### src/rtl/carfield_clk_div_ctrl_pkg.sv
// carfield_clk_div_ctrl_pkg: domain count, divider types and defaults for the clock-enable controller
package carfield_clk_div_ctrl_pkg;

    localparam int unsigned CarfieldNumDomains = 6;
    localparam int unsigned CarfieldDivWidth   = 8;

    typedef enum int unsigned {
        PeriphDomain,
        SafedDomain,
        SecuredDomain,
        PulpDomain,
        SpatzDomain,
        L2Domain
    } carfield_domain_idx_e;

    typedef logic [CarfieldDivWidth-1:0] carfield_div_t;
    typedef carfield_div_t [CarfieldNumDomains-1:0] carfield_clk_div_values_t;

    localparam carfield_clk_div_values_t CarfieldClkDivValue = {CarfieldNumDomains{carfield_div_t'(1)}};

    typedef enum logic [1:0] {
        RUN,
        PEND,
        GATED
    } clk_div_state_e;

endpackage

### src/rtl/carfield_clk_div_ctrl_if.sv
// carfield_clk_div_ctrl_if: per-domain divider update handshake, gating and enable outputs
interface carfield_clk_div_ctrl_if
    import carfield_clk_div_ctrl_pkg::*;
#(
    parameter int unsigned NumDomains = CarfieldNumDomains,
    parameter int unsigned DivWidth   = CarfieldDivWidth
);
    logic [NumDomains-1:0]               div_valid;
    logic [NumDomains-1:0][DivWidth-1:0] div;
    logic [NumDomains-1:0]               div_ready;
    logic [NumDomains-1:0]               gate;
    logic [NumDomains-1:0]               clk_en;
    logic [NumDomains-1:0][DivWidth-1:0] cur_div;
    logic [NumDomains-1:0]               busy;

    modport master (output div_valid, div, gate, input div_ready, clk_en, cur_div, busy);
    modport slave  (input div_valid, div, gate, output div_ready, clk_en, cur_div, busy);
endinterface

### src/rtl/carfield_clk_div_unit.sv
// carfield_clk_div_unit: single-domain enable counter with boundary-aligned divider updates
module carfield_clk_div_unit
    import carfield_clk_div_ctrl_pkg::*;
#(
    parameter int unsigned          DivWidth   = CarfieldDivWidth,
    parameter logic [DivWidth-1:0]  DefaultDiv = DivWidth'(1)
) (
    input  logic                clk_i,
    input  logic                rst_i,
    input  logic                div_valid,
    input  logic [DivWidth-1:0] div,
    output logic                div_ready,
    input  logic                gate,
    output logic                clk_en,
    output logic [DivWidth-1:0] cur_div,
    output logic                busy
);
    clk_div_state_e      state;
    logic [DivWidth-1:0] cnt;
    logic [DivWidth-1:0] pend_div;
    logic                hs;
    logic                wrap;

    assign div_ready = (state != PEND) && !rst_i;
    assign hs        = div_valid && div_ready;
    assign wrap      = (cur_div != '0) && (cnt == cur_div - DivWidth'(1));

    always_ff @(posedge clk_i) begin
        if (rst_i) begin
            state    <= RUN;
            cnt      <= '0;
            cur_div  <= DefaultDiv;
            pend_div <= '0;
            clk_en   <= 1'b0;
            busy     <= 1'b0;
        end else begin
            clk_en <= 1'b0;
            // gated or leaving gate: flush any pending divider, accept new ones for the next cycle
            if (gate || state == GATED) begin
                state <= gate ? GATED : (hs ? PEND : RUN);
                cnt   <= '0;
                busy  <= hs;
                if (busy) cur_div <= pend_div;
                if (hs) pend_div <= div;
            end else if (state == PEND) begin
                if (cur_div == '0 || wrap) begin
                    clk_en  <= wrap;
                    cur_div <= pend_div;
                    cnt     <= '0;
                    state   <= RUN;
                    busy    <= 1'b0;
                end else begin
                    cnt <= cnt + DivWidth'(1);
                end
            end else begin
                if (wrap) begin
                    cnt    <= '0;
                    clk_en <= 1'b1;
                end else if (cur_div != '0) begin
                    cnt <= cnt + DivWidth'(1);
                end
                if (hs) begin
                    pend_div <= div;
                    state    <= PEND;
                    busy     <= 1'b1;
                end
            end
        end
    end
endmodule

### src/rtl/carfield_clk_div_ctrl.sv
// carfield_clk_div_ctrl: one independent clock-enable divider per island domain
module carfield_clk_div_ctrl
    import carfield_clk_div_ctrl_pkg::*;
#(
    parameter int unsigned                         NumDomains = CarfieldNumDomains,
    parameter int unsigned                         DivWidth   = CarfieldDivWidth,
    parameter logic [NumDomains-1:0][DivWidth-1:0] DefaultDiv = CarfieldClkDivValue
) (
    input logic                     clk_i,
    input logic                     rst_i,
    carfield_clk_div_ctrl_if.slave  bus
);
    for (genvar d = 0; d < NumDomains; d++) begin : g_dom
        carfield_clk_div_unit #(
            .DivWidth   (DivWidth),
            .DefaultDiv (DefaultDiv[d])
        ) u_unit (
            .clk_i     (clk_i),
            .rst_i     (rst_i),
            .div_valid (bus.div_valid[d]),
            .div       (bus.div[d]),
            .div_ready (bus.div_ready[d]),
            .gate      (bus.gate[d]),
            .clk_en    (bus.clk_en[d]),
            .cur_div   (bus.cur_div[d]),
            .busy      (bus.busy[d])
        );
    end
endmodule
### src/flat_wrapper.sv
// flat-port wrapper written by rule: the top's interface ports become plain ports
module carfield_clk_div_ctrl_flat import carfield_clk_div_ctrl_pkg::*;
#(
    parameter int unsigned                         NumDomains = CarfieldNumDomains,
    parameter int unsigned                         DivWidth   = CarfieldDivWidth,
    parameter logic [NumDomains-1:0][DivWidth-1:0] DefaultDiv = CarfieldClkDivValue
)
  (clk_i, rst_i, bus_div_valid, bus_div, bus_gate, bus_div_ready, bus_clk_en, bus_cur_div, bus_busy);
  carfield_clk_div_ctrl_if #(.NumDomains(NumDomains), .DivWidth(DivWidth)) bus_i ();
  input logic clk_i;
  input logic rst_i;
  input wire logic [$bits(bus_i.div_valid)-1:0] bus_div_valid;
  input wire logic [$bits(bus_i.div)-1:0] bus_div;
  input wire logic [$bits(bus_i.gate)-1:0] bus_gate;
  output wire logic [$bits(bus_i.div_ready)-1:0] bus_div_ready;
  output wire logic [$bits(bus_i.clk_en)-1:0] bus_clk_en;
  output wire logic [$bits(bus_i.cur_div)-1:0] bus_cur_div;
  output wire logic [$bits(bus_i.busy)-1:0] bus_busy;
  assign bus_i.div_valid = bus_div_valid;
  assign bus_i.div = bus_div;
  assign bus_i.gate = bus_gate;
  assign bus_div_ready = bus_i.div_ready;
  assign bus_clk_en = bus_i.clk_en;
  assign bus_cur_div = bus_i.cur_div;
  assign bus_busy = bus_i.busy;
  carfield_clk_div_ctrl #(.NumDomains(NumDomains), .DivWidth(DivWidth), .DefaultDiv(DefaultDiv)) u_core (.clk_i(clk_i), .rst_i(rst_i), .bus(bus_i));
endmodule
### config.mk
export PLATFORM = sky130hd
export DESIGN_NAME = carfield_clk_div_ctrl_flat
export DESIGN_NICKNAME = d
export VERILOG_FILES = /design/src/rtl/carfield_clk_div_ctrl_pkg.sv /design/src/rtl/carfield_clk_div_ctrl_if.sv /design/src/rtl/carfield_clk_div_unit.sv /design/src/rtl/carfield_clk_div_ctrl.sv /design/src/flat_wrapper.sv
export SDC_FILE = /design/constraint.sdc
export NUM_CORES = 1
export LEC_CHECK = 0
export ABC_AREA = 1
export CORE_AREA = 2 2 133 232
export DETAILED_ROUTE_END_ITERATION = 10
export DIE_AREA = 0 0 135 234
export GPL_ROUTABILITY_DRIVEN = 0
export HOLD_SLACK_MARGIN = 0.02
export SLEW_MARGIN = 5
export SYNTH_ARGS = -nofsm -noshare
export SYNTH_HDL_FRONTEND = slang
export SYNTH_SLANG_ARGS = --single-unit
export TNS_END_PERCENT = 20
### constraint.sdc
create_clock -name clk_i -period 3.74 [get_ports clk_i]
set_input_delay 0.748 -clock clk_i [delete_from_list [all_inputs] [get_ports clk_i]]
set_output_delay 0.748 -clock clk_i [all_outputs]
set_load 0.01 [all_outputs]
==> metrics.txt, run 1 <==
Peak Freq 366.7 MHz; Most used DFF post-synth dfxtp_1; Post-synth ARST share 0%; Hold Violations, Final 0; met2 Track Usage GR between 30% and 40%; I/O Buffers 127; layout cells sized above 1 slightly below 6%; Max Clock Skew 0.007619 ns; Skew-Pair Late Insertion Delay 0.45 ns; die height 234 um; Worst-Margin Slew 0.9318 ns; multi-input logic area 4556 um2; slew margin rel. a little under two fifths; CP Class input port to output port; WP data arrival between 1.5 and 2 ns; pre-CTS setup slack 1.001 ns; Pleak 4.852 nW; Yosys reg bits 168; Fillers 3224; Sum Neg Setup Slack 0 ns; Storage cell area 3363 um2; Post-CTS Repair Setup Buffers 0; core area 29850 um2; Tightest Hold Check Type register to register; hold_buf cts 0; number of synthesized flops with an enable pin 0; Vias 8341; VDD IR max 0.3306 mV; Final Cycle Share 72.92%; die area 31590 um2; outcome finished, final reports clean; clock slew at reported path FFs about 0.060 ns; initial drt markers 413; initial core utilization 29.52%; largest net degree at the start of global routing 54; Synth Net Count 1386; Synth cell types 38; H-tree levels 4; Mapped Area 8812 um2; register area share after synthesis between 30% and 40%; hpwl dp 18580 um; Routed WL 23850 um; die width 135 um; CP required 2.99 ns; vias per std cell 4.591; M1 GR Usage between 10% and 20%; crit-path max FO 15; DR DRC count 0; yosys warns 0; CTS tree built; RSZ-0062 raised after global routing no; clock sinks 168; fin crit period 2.727 ns; Root Driver clkbuf_16; Pwr Total ~4.8 mW; Max Cap Viol 0; CTS Buf Count 17; num rows 84; Fin Hold WS 0.4526 ns; areal power density over the cells ~440 nW/um2; routed len/inst 13.12 um; M3 GR Usage 3.156%; Setup-failing EPs final 0; Avg Inst Size Synth 6.717 um2; GRT Max-Usage Layer met2; setup ws final 1.013 ns; grt ovf 0; global-route wire length before repair 38580 um; Max Slew Vio Count 0; Synth Instances 1312; Top Ports 128; 1st-pass router iterations 4; CP endpoint kind output port; Final Net Count 1490; Antenna Nets Post-Route 0; post-CTS sizing 0; Max clock buf depth 2; vias in the first global route around 8000; initial antenna violation count 2; Tot GR Track Use 15.51%; Startpoint Class input port; area growth from synthesis to layout 24.19%
placed cells by master (no fill, tap or decap), types with 2 or more instances in the layout:
cell type / instances
a21oi_1: 89
and3_1: 4
buf_4: 2
bufinv_16: 3
clkbuf_16: 17
clkbuf_8: 2
clkdlybuf4s50_1: 126
clkinv_1: 4
clkinv_2: 3
clkinv_4: 2
dfxtp_1: 168
ha_1: 12
inv_1: 152
inv_2: 9
inv_6: 4
nand2_1: 355
nand2_2: 8
nand2_4: 4
nand3_1: 130
nand3_2: 5
nand3_4: 4
nand3b_1: 9
nand4_1: 26
nor2_1: 155
nor2_2: 9
nor2_4: 3
nor3_1: 23
nor3b_1: 8
nor4_1: 5
o21ai_0: 30
or2_2: 5
xnor2_1: 14
xor2_1: 29
flip-flops by register name, summed over array words and instances (netlist names):
signal	count
u_core.g_dom.u_unit.busy	6
u_core.g_dom.u_unit.clk_en	6
u_core.g_dom.u_unit.cnt	48
u_core.g_dom.u_unit.cur_div	48
u_core.g_dom.u_unit.pend_div	48
u_core.g_dom.u_unit.state	12
through the flow:
step	instances	area (um2)	util, %
6_report	1817	10940	36.67
5_1_grt	1817	10940	36.67
4_1_cts	1816	10940	36.66
3_5_place_dp	1784	10320	34.59
3_3_place_gp	1784	10320	34.59
2_1_floorplan	1312	8812	-
metal layers:
metal | wire [um] | vias to the layer above
li1 | - | 4369
met1 | 8715 | 3781
met2 | 13480 | 140
met3 | 796 | 49
met4 | 842 | 2
met5 | 10 | -
Yosys cell counts, types with 3 or more instances:
cell type	instances	area, um2
buf_6	4	45.04
nor3_1	23	115.1
clkinv_1	4	15.01
nor2_1	155	581.8
ha_1	12	150.1
inv_2	9	33.78
nor2_2	9	56.30
dfxtp_1	168	3363
nand3b_1	9	67.56
nand2_4	4	45.04
buf_2	5	25.02
nor3b_1	8	60.06
or2_2	5	31.28
o21ai_0	30	150.1
nand3_1	130	650.6
a21oi_1	89	445.4
nand2_2	8	50.05
clkbuf_1	14	52.55
nand3_4	4	70.07
xor2_1	29	254.0
nand4_1	26	162.7
buf_4	18	135.1
nand2_1	355	1333
nand3_2	5	50.05
nor2_4	3	33.78
nor4_1	5	31.28
buf_1	3	11.26
xnor2_1	14	122.6
inv_1	152	570.6
and3_1	4	25.02
path summary, 6_finish.rpt:
| path | startpoint | cells past startpoint | slack, ns | to |
|---|---|---|---|---|
| worst max-delay path | rst_i | 4 | 1.01 | bus_div_ready[2] |
| worst min-delay path | u_core.g_dom[2].u_unit.pend_div[3] | 2 | 0.45 | u_core.g_dom[2].u_unit.pend_div[3] |
| worst max register to register | u_core.g_dom[5].u_unit.cur_div[0] | 14 | 1.56 | u_core.g_dom[5].u_unit.cur_div[0] |
| worst min register to register | u_core.g_dom[2].u_unit.pend_div[3] | 2 | 0.45 | u_core.g_dom[2].u_unit.pend_div[3] |
power breakdown:
| group | switching [mW] | internal [mW] |
|---|---|---|
| Sequential | 0.0975 | 1.89 |
| Clock | 0.777 | 1.09 |
| Combinational | 0.565 | 0.393 |
| Total | 1.44 | 3.38 |
cell type report:
type / count / area share (%)
Sequential cell: 168 / 30.73
Timing Repair Buffer: 130 / 11.89
Multi-Input combinational cell: 934 / 41.63
Clock buffer: 19 / 4.139
Tap cell: 387 / 4.424
Inverter: 165 / 5.659
Antenna cell: 1 / 0.02287
Clock inverter: 13 / 1.509
cells by family after synthesis:
group	count (synthesis)	share of synthesized area [%]
xor+xnor	44	4.529
fa+ha+maj	12	1.704
flops	168	38.17
compound gates	123	7.085
simple gates	755	38.38
buf+inv	210	10.14
worst max-delay path: stages:
cell,delay (ns)
buf_2,0.24
buf_4,0.24
nor2_1,0.18
clkdlybuf4s50_1,0.56
(Power assumes the default switching activity.)
==> inputs of run 2 (changes only) <==
Clock period 3.74 ns to 2.8 ns, I/O delays scaled along.
==> metrics.txt, run 2 (synthesis gave the netlist of run 1 again) <==
outcome finished, final reports clean; initial core utilization approximately 30%; P_sw 1.886 mW; CTS tree built; Root Driver clkbuf_16; post-CTS sizing 0; Reg power frac 42.2%; Vias 8387; die width 135 um; Worst-Margin Slew 0.6008 ns; Max Cap Viol 0; VDD IR max around 0.44 mV; Setup-failing EPs final 0; Post-Place Cells approximately 1800; Max Clock Skew 0.009178 ns; met2 Track Usage GR 30.30%; Post-CTS Repair Setup Buffers 0; Hold Violations, Final 0; areal power density over the cells 575.4 nW/um2; CP Class register to output port; Tot GR Track Use between 10% and 20%; die height 234 um; CP required 2.24 ns; Fin Hold WS 0.4540 ns; Skew-Pair Late Insertion Delay 0.45 ns; largest net degree at the start of global routing 59; I/O Buffers 127; Regs by FF count u_core.g_dom.u_unit.cnt: 48 flops, u_core.g_dom.u_unit.cur_div: 48 flops, u_core.g_dom.u_unit.pend_div: 48 flops; H-tree levels 4; switching fraction of total power approximately 30%; area growth from synthesis to layout 24.32%; fin crit period ~2.4 ns; hpwl dp 18410 um; GRT Max-Usage Layer met2; slew margin rel. 59.94%; R2R Setup Slk roughly 0.62 ns; initial antenna violation count 2; initial drt markers a little over 400; Final Non-Filler Cells 1825; FF-to-FF Start u_core.g_dom[3].u_unit.cur_div[0]; Antenna Nets Post-Route 0; worst hold path depth 2; global-route wire length before repair about 39000 um; clock sinks approximately 170; WP data arrival roughly 1.8 ns; internal power 4.417 mW; layout cells sized above 1 6.402%; 1st-pass router iterations 4; Max clock buf depth 2; die area 31590 um2; Util after Layout 36.70%; Startpoint Class register; hold path startpoint u_core.g_dom[2].u_unit.pend_div[5]; vias in the first global route around 8000; WHS Endpoint u_core.g_dom[2].u_unit.pend_div[5]; CP endpoint kind output port; clock slew at reported path FFs 0.07 ns; Top Ports 128; core area 29850 um2; RSZ-0062 raised after global routing no; Max Slew Vio Count 0; M1 GR Usage between 10 and 15%; Routed WL 23460 um; Peak Freq 423.5 MHz; clock share of power 37.4%; most common cell after layout, fill and taps aside nand2_1; most frequent cells in the layout nand2_1, dfxtp_1, nor2_1; Sum Neg Setup Slack 0 ns; DR DRC count 0; vias per std cell 4.596; hold_buf cts 0; Tightest Hold Check Type register to register; num rows 84; grt ovf 0; Final Cycle Share between 80% and 90%; routed len/inst 12.86 um; cell depth of the worst flop-to-flop path 12; CTS Buf Count 17; M3 GR Usage under 10%; Comb pwr share 20.4%; Final Net Count 1498; Worst R2R End u_core.g_dom[3].u_unit.cnt[6]; Pleak 4.874 nW; Pwr Total roughly 6.3 mW; crit-path max FO 3
-- run 2: cell types whose count changed in the layout (fill, tap and decap cells not counted) --
cell        delta
buf_4          +9
bufinv_16      -1
buf_12         -1
clkinv_2       +3
inv_6          -3
clkinv_4       +1
clkinvlp_4     -1
clkbuf_1       +1
-- run 2: how the worst max path moves through the flow --
stage,start,to,slack [ns],cells past startpoint
3_5_place_dp,rst_i,bus_div_ready[0],0.51,3
5_1_grt,u_core.g_dom[5].u_unit.state[0],bus_div_ready[5],0.31,5
2_1_floorplan,u_core.g_dom[5].u_unit.cur_div[0],u_core.g_dom[5].u_unit.cur_div[0],0.92,14
3_3_place_gp,rst_i,bus_div_ready[4],0.51,3
4_1_cts,u_core.g_dom[5].u_unit.state[0],bus_div_ready[5],0.40,5
6_report,u_core.g_dom[5].u_unit.state[0],bus_div_ready[5],0.44,5
-- run 2: layout make-up --
type | count | area, um2
sequential | 168 | 3363
timing repair buffer | 138 | 1349
clock buffer | 20 | 456.7
tap | 387 | 484.2
antenna | 1 | 2.502
inverter | 165 | 619.3
fill | 3154 | 18890
multi-input combinational | 934 | 4556
clock inverter | 12 | 125.1
-- run 2: power by group through the flow --
stage | Clock, mW | Sequential (mW) | Combinational, mW
floorplan | 0 | 2.70 | 0.863
CTS | 2.45 | 2.66 | 1.30
global route | 2.53 | 2.67 | 1.47
finish | 2.36 | 2.66 | 1.29
global placement | 0 | 2.71 | 1.28
detailed placement | 0 | 2.71 | 1.29
-- run 2: worst max-delay path: stages, from the launching register on --
cell             delay (ns)
dfxtp_1                0.34
inv_1                  0.06
nor2_1                 0.24
nor2_1                 0.10
buf_4                  0.16
clkdlybuf4s50_1        0.47
-- run 2: layer usage --
| layer | share of wire, % | vias to the layer above |
|---|---|---|
| met5 | 0.068 | - |
| met4 | 4.0 | 4 |
| met3 | 3.4 | 59 |
| met2 | 56 | 133 |
| met1 | 37 | 3803 |
| li1 | - | 4388 |
-- run 2: metrics by stage --
step | instance area (um2) | setup slack, ns
finish | 10960 | 0.4388
global route | 10950 | 0.3095
CTS | 10950 | 0.3969
detailed placement | 10370 | 0.5088
global placement | 10370 | 0.5108
floorplan | 8812 | 0.9247
